--- src/rtl/dac_phase_ctrl.sv ---
// Control stage ahead of the AD9763 waveform table. It synchronises and debounces the
// active-low select switches, drives the LEDs, and runs the phase accumulator.
module dac_phase_ctrl #(
    parameter int unsigned        DEB_CYCLES  = 50000,
    parameter int unsigned        PHASE_W     = 24,
    parameter int unsigned        ADDR_W      = 5,
    parameter logic [PHASE_W-1:0] FTW_DEFAULT = PHASE_W'(1) << (PHASE_W - ADDR_W)
) (
    input  logic               clk,
    input  logic               rst_n,
    input  logic [3:0]         sel_n,
    input  logic [PHASE_W-1:0] ftw,
    input  logic               ftw_load,
    output logic [ADDR_W-1:0]  addr,
    output logic [1:0]         wave_sel,
    output logic               wrap,
    output logic [3:0]         LED
);

    localparam int unsigned      CNT_W    = $clog2(DEB_CYCLES);
    localparam logic [CNT_W-1:0] CNT_TERM = CNT_W'(DEB_CYCLES - 1);
    localparam logic [3:0]       SW_IDLE  = 4'b1111;
    localparam logic [1:0]       REQ_DEF  = 2'd3;

    logic [3:0]         sync1_q, sync1_d;
    logic [3:0]         sync2_q, sync2_d;
    logic [3:0]         cand_q, cand_d;
    logic [3:0]         stable_q, stable_d;
    logic [3:0]         led_q, led_d;
    logic [CNT_W-1:0]   cnt_q, cnt_d;
    logic [PHASE_W-1:0] phase_q, phase_d;
    logic [PHASE_W-1:0] ftw_q, ftw_d;
    logic [1:0]         wave_q, wave_d;
    logic               wrap_q, wrap_d;

    logic [1:0]         req_c;
    logic [PHASE_W-1:0] sum_c;
    logic               carry_c;

    // Exact one-hot-low decode; anything else (none or several pressed) selects fsine
    always_comb begin
        req_c = REQ_DEF;
        case (stable_q)
            4'b1110: req_c = 2'd0;
            4'b1101: req_c = 2'd1;
            4'b1011: req_c = 2'd2;
            default: req_c = REQ_DEF;
        endcase
    end

    always_comb begin
        {carry_c, sum_c} = {1'b0, phase_q} + {1'b0, ftw_q};
    end

    always_comb begin
        sync1_d  = sel_n;
        sync2_d  = sync1_q;
        cand_d   = cand_q;
        cnt_d    = cnt_q;
        stable_d = stable_q;
        led_d    = 4'b1111 & ~(4'b0001 << req_c);
        phase_d  = sum_c;
        wrap_d   = carry_c;
        wave_d   = wave_q;
        ftw_d    = ftw_q;

        // Whole-vector debounce: any difference restarts the count
        if (sync2_q != cand_q) begin
            cand_d = sync2_q;
            cnt_d  = '0;
        end else if (cnt_q != CNT_TERM) begin
            cnt_d = cnt_q + CNT_W'(1);
        end else begin
            stable_d = cand_q;
        end

        // Switch only at a wrap, or continuously when the accumulator is frozen
        if (carry_c || (ftw_q == '0)) begin
            wave_d = req_c;
        end

        if (ftw_load) begin
            ftw_d = ftw;
        end
    end

    always_ff @(posedge clk) begin
        if (!rst_n) begin
            sync1_q  <= SW_IDLE;
            sync2_q  <= SW_IDLE;
            cand_q   <= SW_IDLE;
            stable_q <= SW_IDLE;
            cnt_q    <= '0;
            led_q    <= 4'b0111;
            phase_q  <= '0;
            ftw_q    <= FTW_DEFAULT;
            wave_q   <= REQ_DEF;
            wrap_q   <= 1'b0;
        end else begin
            sync1_q  <= sync1_d;
            sync2_q  <= sync2_d;
            cand_q   <= cand_d;
            stable_q <= stable_d;
            cnt_q    <= cnt_d;
            led_q    <= led_d;
            phase_q  <= phase_d;
            ftw_q    <= ftw_d;
            wave_q   <= wave_d;
            wrap_q   <= wrap_d;
        end
    end

    assign addr     = phase_q[PHASE_W-1 -: ADDR_W];
    assign wave_sel = wave_q;
    assign wrap     = wrap_q;
    assign LED      = led_q;

endmodule
--- config.mk ---
export PLATFORM = sky130hd
export DESIGN_NAME = dac_phase_ctrl
export DESIGN_NICKNAME = d
export VERILOG_FILES = /design/src/rtl/dac_phase_ctrl.sv
export SDC_FILE = /design/constraint.sdc
export NUM_CORES = 1
export LEC_CHECK = 0
export ABC_AREA = 1
export CORE_MARGIN = 2
export CORE_UTILIZATION = 60
export CTS_CLUSTER_SIZE = 14
export DETAILED_ROUTE_END_ITERATION = 10
export GPL_TIMING_DRIVEN = 1
export PLACE_DENSITY = 0.93
export SYNTH_ARGS = -nofsm -noshare
export SYNTH_HDL_FRONTEND = slang
export SYNTH_SLANG_ARGS = --single-unit
export TNS_END_PERCENT = 10
--- constraint.sdc ---
create_clock -name clk -period 4.5 [get_ports clk]
set_input_delay 0.9 -clock clk [delete_from_list [all_inputs] [get_ports clk]]
set_output_delay 0.9 -clock clk [all_outputs]
set_load 0.005 [all_outputs]
# ---- After elaboration in Yosys (flattened, before gate mapping)
# Index checks and enable logic that the tools add are counted.
dict set report word_totals {
  word_cells 27
  latchBits 0
  register_bits 87
  n_memories 0
  in_bits 31
  rom_bits 0
  out_inout_bits 12
  mem_bits_rw 0
}
dict set report op_classes {
  n_eq_ne 5
  bitwise_logic 4
  magnitude_cmp 0
  shift 1
  muxes 1
  mul 0
  n_reduce_logical 4
  div_mod_pow 0
  n_addsub 2
}
# operator count
set ops {}
lappend ops {{adder 24 x 24 -> 25 bit} 1}
lappend ops {{zero test 24 bit} 1}
lappend ops {{adder 16 x 1 -> 16 bit (second input constant)} 1}
lappend ops {{inequality test 16 bit (second input constant)} 1}
lappend ops {{equality test 4 bit (second input constant)} 3}
lappend ops {{one-hot mux 2 bit (3 select lines)} 1}
lappend ops {{inequality test 4 bit} 1}
lappend ops {{NOT 4 bit} 1}
lappend ops {{<< shifter 1 x 2 -> 4 bit (first input constant)} 1}
lappend ops {{NOT 1 bit} 3}
lappend ops {{AND reduction 2 bit} 1}
lappend ops {{OR reduction 2 bit} 1}
lappend ops {{logical OR 1 bit} 1}

# ---- Depth between registers and ports, before layout
# Gate-level depths: netlist of the first run.
dict set report logic_depth {
  ltp_word 4
  depth_mapped 13
  ltp_nobuf 13
}

# ---- Least setup slack after synthesis of the first run
# No wires, ideal clock.
dict set report synth_timing {
  path_kind {reg2reg}
  startpoint {reg ftw_q[0]}
  endpoint {reg wave_q[1], in the netlist wave_sel[1]}
  path_stages_with_launch 11
  n_path_buf 0
  period_less_slack_ns 1.682
  t_arrival_ns 1.549
  required_time_ns 4.366
  setup_ns 0.134
  setup_slack_ns 2.818
  path_cell_list {dfxtp_1 > ha_1 > fa_1 > nand2_1 > nand2_1 > nand3_1 > nand2_1 > nand2_1 > nand4_1 > nand2_1 > nand3_1}
}
dict set report synth_between {
  elab_chain_len 2
  elab_cells_between_ends 3
  classes_between {add/sub (1); reduce/logical (2)}
}
# item line_no
set synth_rtl {}
lappend synth_rtl {{start, declared} 32} ;# logic [PHASE_W-1:0] ftw_q, ftw_d;
lappend synth_rtl {{start signal, assigned} 107} ;# ftw_q <= ftw_d;
lappend synth_rtl {{adder 24 x 24 -> 25 bit or zero test 24 bit (tied branches)} {52, 78}}
lappend synth_rtl {{logical OR 1 bit *} 78} ;# if (carry_c || (ftw_q == '0)) begin
lappend synth_rtl {{end signal, assigned} 108} ;# wave_q <= wave_d;
lappend synth_rtl {{end, declared} 33} ;# logic [1:0] wave_q, wave_d;
# Mark *: on every way between the ends. The rest lies on a longest branch, timed or not.
# A chain may end at the register's enable or synchronous reset.

==> run summary, run 1 <==
Worst Setup Start Kind - primary input
Reg2reg path depth - 13
Placer Congestion - 0.960
Distinct cells, synth - 30
Compound-Gate Fraction of Synth Area - 11.6%
Adder-cell share of the synthesized area - 7.20%
Overall power - 1.86 mW
Setup_tns - 0 ps
Post-Route M1 WL - 4530 um
WL/cell - 12.8 um
Most frequent cells in the layout - nand2_1, inv_1, nor2_1
Slew Viols, Final - 0
CTS clk-pin slew, worst paths - 90 ps
Initial Util - 60.8%
Initial antenna violation count - 0
WL met2 - 5070 um
Final setup vio count - 0
Syn Nets - 746
DR vias - 4421
Fill cells - 602
IO Count - 43
Arrival @ worst endpoint - 2790 ps
Worst VDD drop - 230 uV
Clk buf depth - 2
Number of remaining DRC errors - 0
CTS tree - done
CTS H-tree lvls - 3
Largest family of logic cells by synthesized area - simple AND/OR/NAND/NOR gates
DR WL met3 - 805 um
Mux share of post-synthesis cell area - 0%
Cells after synthesis - 689
Die Y - 91.8 um
DR pass1 iterations - 7
Number of global-route vias before repair - 3979
Sink Count - 87
Port bufs - 42
Overall routing resource usage - 25.9%
CP required - 4800 ps
Initial DRC count - 365
Leakage - 2.54 nW
Drt via density - 5.31
Post-Synth XOR/XNOR Area - 1.14%
Num rows - 32
Max-slew headroom - 35.7%
Avg Cell Area, Syn - 6.71 sq um
Placed cells - 817
Die W - 91.8 um
Antenna diodes - 0
Min Tclk post-route - 2490 ps
Setup crit end kind - register
Status - completed
Setup CP Type - in -> reg
Grt total ovfl - 0
Fin worst setup slack - 2010 ps
Commonest non-fill, non-tap cell in the layout - nand2_1
Final hold violation count - 0
Post-route ant nets - 0
Fin crit share - 55.4%
Max Clock Skew - 12.8 ps
Setup repair bufs after CTS - 0
Power per cell area - 350 nW/um^2
RSZ-0062 raised after global routing - no
Clock root cell - clkbuf_8
Die Footprint - 8430 sq um
Post-CTS sizing - 0
HP Class - reg -> reg
Post-synth design cell area - 4620 sq um
HPWL Detailed - 7840 um
Total CTS buffers - 9
Pre-CTS setup slack - 1680 ps
Core Box Area - 7610 sq um
Post-synthesis sequential area ratio - 37.7%
Max Cap Violations - 0
Synth Area in Simple Gates - 32.8%
Highest metal used - met4
# hold bufs at CTS - 0
Nets - 783
Layout cells sized above 1 - 5.75%
Hold slack - 418 ps
First-pass GRT wire length - 17800 um
Least-Margin Pin Slew - 963 ps
Final Non-Filler Cells - 833
#FFs+latches synth - 87
Fmax achieved - 401 MHz
DRT Wirelength - 10600 um
Min-Delay Path Depth - 1
Largest net degree at the start of global routing - 59
Clk_lat worst skew - 370 ps
Area Overhead vs Synth - 15.0%
Worst-path fanout max - 34
Synth warnings - 0
## flip-flops by register name, summed over array words and instances, names as in the netlist
signal,count
ftw_q,24
phase_q,24
cnt_q,16
LED,4
cand_q,4
stable_q,4
sync1_q,4
sync2_q,4
wave_sel,2
wrap,1
## cells in the mapped netlist
| library cell | instances | area share (%) |
|---|---|---|
| dfxtp_1 | 87 | 38 |
| or2_0 | 1 | 0.14 |
| nor2_2 | 2 | 0.27 |
| inv_1 | 96 | 7.8 |
| o21bai_1 | 2 | 0.32 |
| buf_2 | 1 | 0.11 |
| fa_1 | 1 | 0.43 |
| clkbuf_1 | 11 | 0.89 |
| o21a_1 | 1 | 0.16 |
| nand3_2 | 2 | 0.43 |
| o21ai_0 | 43 | 4.7 |
| nand2_2 | 3 | 0.41 |
| nand4_1 | 8 | 1.1 |
| and2_1 | 4 | 0.54 |
| nand3_1 | 32 | 3.5 |
| a21oi_1 | 55 | 6.0 |
| nor2_4 | 2 | 0.49 |
| xor2_1 | 2 | 0.38 |
| nand2_1 | 178 | 14 |
| ha_1 | 25 | 6.8 |
| buf_4 | 5 | 0.81 |
| nand4_2 | 1 | 0.27 |
| a31oi_1 | 4 | 0.54 |
| xnor2_1 | 4 | 0.76 |
| nor3_4 | 1 | 0.35 |
| or2_2 | 15 | 2.0 |
| nor4_1 | 2 | 0.27 |
| nor3_1 | 8 | 0.87 |
| nand3b_1 | 2 | 0.32 |
| nor2_1 | 91 | 7.4 |
## final cells by class
| type | instances | area (sq um) | share of cell area, % |
|---|---|---|---|
| multi-input combinational | 489 | 2440 | 45.9 |
| clock inverter | 6 | 92.6 | 1.74 |
| sequential | 87 | 1740 | 32.8 |
| clock buffer | 10 | 128 | 2.40 |
| timing repair buffer | 43 | 428 | 8.05 |
| inverter | 96 | 360 | 6.78 |
| tap | 102 | 128 | 2.40 |
## worst max-delay path, stage by stage
cell and delay [ps]:
clkdlybuf4s50_1 670, inv_1 840, o21ai_0 220, a21oi_1 150
## cells by family (layout without fill, tap and decap cells)
family	count (synthesis)	count (layout)
flops	87	87
simple gates	352	352
xor+xnor	6	6
compound gates	105	105
buf+inv	113	155
fa+ha+maj	26	26
## final timing paths
check | from | endpoint | slack, ps
min | sync1_q[0]$_SDFF_PN1_ | sync2_q[0]$_SDFF_PN1_ | 420
min reg2reg | sync1_q[0]$_SDFF_PN1_ | sync2_q[0]$_SDFF_PN1_ | 420
max reg2reg | ftw_q[0]$_SDFFE_PN0P_ | phase_q[18]$_SDFF_PN0_ | 2450
max | ftw_load | ftw_q[18]$_SDFFE_PN0P_ | 2010
## layer usage
layer,vias to the layer above,GRT usage [%]
li1,2253,-
met1,1947,33.5
met2,192,43.4
met3,29,4.93
met4,0,8.83
met5,-,0
## stage by stage
step | util (%) | instance area, sq um
6_report | 69.9 | 5320
2_1_floorplan | - | 4620
5_1_grt | 69.9 | 5320
3_5_place_dp | 67.0 | 5100
3_3_place_gp | 67.0 | 5100
4_1_cts | 69.9 | 5320
## power by group
part           internal, mW  total, mW  switching (mW)  leakage (nW)
clock                 0.318      0.608           0.290         0.109
sequential            0.829      0.864          0.0350         0.716
combinational         0.157      0.387           0.230          1.71
Power figures use the tool's default switching activity.
==> inputs of run 2 (changes only) <==
--- a/config.mk
+++ b/config.mk
@@ -7,11 +7,11 @@
 export LEC_CHECK = 0
 export ABC_AREA = 1
 export CORE_MARGIN = 2
-export CORE_UTILIZATION = 60
+export CORE_UTILIZATION = 52
 export CTS_CLUSTER_SIZE = 14
 export DETAILED_ROUTE_END_ITERATION = 10
 export GPL_TIMING_DRIVEN = 1
-export PLACE_DENSITY = 0.93
+export PLACE_DENSITY = 0.86
 export SYNTH_ARGS = -nofsm -noshare
 export SYNTH_HDL_FRONTEND = slang
 export SYNTH_SLANG_ARGS = --single-unit
==> constraint.sdc (replaced) <==
create_clock -name clk -period 2.2 [get_ports clk]
set_input_delay 0.44 -clock clk [delete_from_list [all_inputs] [get_ports clk]]
set_output_delay 0.44 -clock clk [all_outputs]
set_load 0.005 [all_outputs]
==> run 2 against run 1 <==
  * Critical path depth is 6 higher
  * Final area is 0.47% higher
  * Sequential share of layout area is 0.15 points lower
  * First-iteration DRC count is 31% lower
  * Clock power is 84% higher
  * Clock-buffer cell count stayed put
  * Core utilization is 8.3 points lower
  * Die area is 15% higher
  * Clock skew hardly changed
  * Sequential power is 100% higher
  * Flip-flop and latch count stayed put
  * Worst setup slack worse by 1700 ps
==> run summary, run 2 (same netlist as run 1, synthesis figures left out) <==
Least-Margin Pin Slew - 395 ps (-568 ps)
Status - completed
Die W - 98.3 um (+7.1%)
Max Clock Skew - 13.1 ps (+0.351 ps)
Layout cells sized above 1 - 6.26% (+0.51 points)
Grt total ovfl - 0 (unchanged)
First-pass GRT wire length - 17900 um (+0.66%)
Antenna diodes - 0 (unchanged)
Final setup vio count - 0 (unchanged)
RSZ-0062 raised after global routing - no
Setup_tns - 0 ps (unchanged)
Finished Core Util - 61.5% (-8.3 points)
HPWL Detailed - 8170 um (+4.2%)
Setup crit end kind - register
Initial antenna violation count - 0 (unchanged)
Clk_lat worst skew - 360 ps (about the same)
Fill cells - 780 (+30%)
Post-CTS sizing - 0 (unchanged)
Final hold violation count - 0 (unchanged)
Worst-path fanout max - 5 (-85%)
CP required - 2430 ps (-2370 ps)
DRT Wirelength - 10600 um (-0.88%)
Drt via density - 5.13 (-3.3%)
Area Overhead vs Synth - 15.5%
Sink Count - 87 (unchanged)
Arrival @ worst endpoint - 2160 ps (-630 ps)
Min Tclk post-route - 1920 ps
CTS H-tree lvls - 3 (unchanged)
Max Cap Violations - 0 (unchanged)
Post-route ant nets - 0 (unchanged)
# hold bufs at CTS - 0 (unchanged)
Die Footprint - 9660 sq um (+15%)
Number of remaining DRC errors - 0 (unchanged)
CTS tree - done
HP Class - reg -> reg
Placer Congestion - 0.924 (-3.8%)
Port bufs - 42 (unchanged)
Fmax achieved - 520 MHz
Max-slew headroom - 73.6% (+38 points)
Hold slack - 416 ps (-2.26 ps)
Setup CP Type - reg -> reg
Overall power - 3.67 mW (+98%)
Overall routing resource usage - 22.4% (-3.5 points)
Nets - 787 (+0.51%)
IO Count - 43 (unchanged)
CTS clk-pin slew, worst paths - 90 ps (about the same)
Commonest non-fill, non-tap cell in the layout - nand2_1
DR vias - 4327 (-2.1%)
Leakage - 2.55 nW (+0.33%)
Total CTS buffers - 9 (unchanged)
WL/cell - 12.5 um (-2.1%)
Most frequent cells in the layout - nand2_1, inv_1, nor2_1
Num rows - 34 (+6.3%)
Power per cell area - 688 nW/um^2 (+97%)
Initial Util - 53.3% (-7.5 points)
Core Box Area - 8680 sq um (+14%)
Die Y - 98.3 um (+7.1%)
Clock root cell - clkbuf_8
Worst VDD drop - 578 uV (+150%)
Fin crit share - 87.5%
Setup repair bufs after CTS - 0 (unchanged)
DR pass1 iterations - 5 (-2)
Worst Setup Start Kind - register
Number of global-route vias before repair - 4146 (+4.2%)
Slew Viols, Final - 0 (unchanged)
Largest net degree at the start of global routing - 54 (-8.5%)
Initial DRC count - 253 (-31%)
Clk buf depth - 2 (unchanged)
Largest regs - ftw_q: 24 flops, phase_q: 24 flops, cnt_q: 16 flops
==> run 2: changes by cell type in the layout (fill, tap and decap cells not counted) <==
cell,before,now
buf_12,0,1
inv_6,1,2
bufinv_16,2,1
inv_8,1,0
buf_4,1,4
clkinvlp_4,1,2
==> run 2: worst paths after layout <==
check	from	end	slack (ps)	cells past startpoint
setup / recovery	phase_q[0]$_SDFF_PN0_	wave_sel[1]$_SDFFE_PN1P_	280	10
hold reg to reg	sync1_q[0]$_SDFF_PN1_	sync2_q[0]$_SDFF_PN1_	420	1
setup reg to reg	phase_q[0]$_SDFF_PN0_	wave_sel[1]$_SDFFE_PN1P_	280	10
hold / removal	sync1_q[0]$_SDFF_PN1_	sync2_q[0]$_SDFF_PN1_	420	1
==> run 2: layout make-up <==
| cell class | instances | area, sq um | area share [%] |
|---|---|---|---|
| Tap cell | 108 | 135 | 2.53 |
| Multi-Input combinational cell | 489 | 2440 | 45.7 |
| Inverter | 96 | 360 | 6.75 |
| Timing Repair Buffer | 47 | 470 | 8.81 |
| Sequential cell | 87 | 1740 | 32.6 |
| Clock buffer | 10 | 128 | 2.39 |
| Clock inverter | 6 | 67.6 | 1.26 |
==> run 2: through the flow <==
step | worst slack (ps) | area, sq um | instances
5_1_grt | 100 | 5340 | 843
2_1_floorplan | 518 | 4620 | 689
3_3_place_gp | 356 | 5150 | 827
4_1_cts | 281 | 5340 | 843
6_report | 275 | 5340 | 843
3_5_place_dp | 296 | 5150 | 827
==> run 2: power by group <==
part	total, mW	leakage [nW]	internal [mW]	switching, mW
registers	1.76	0.716	1.70	0.0685
clock network	1.12	0.0933	0.532	0.590
logic	0.787	1.74	0.327	0.461
total	3.67	2.55	2.55	1.12
==> run 2: per-layer routing <==
layer | routed length, um | share of wire [%] | GRT usage (%)
met1 | 4770 | 45 | 28.6
met2 | 4970 | 47 | 38.4
met3 | 623 | 5.9 | 4.22
met4 | 182 | 1.7 | 7.06
met5 | 0 | 0 | 0
==> run 2: critical path, stage by stage, from the launching register on <==
cell	delay, ps
dfxtp_1	320
ha_1	220
fa_1	400
nand2_1	100
nand2_1	90
nand3_1	90
nand2_1	150
nand2_1	170
nand4_1	130
nand2_1	80
nand3_1	70
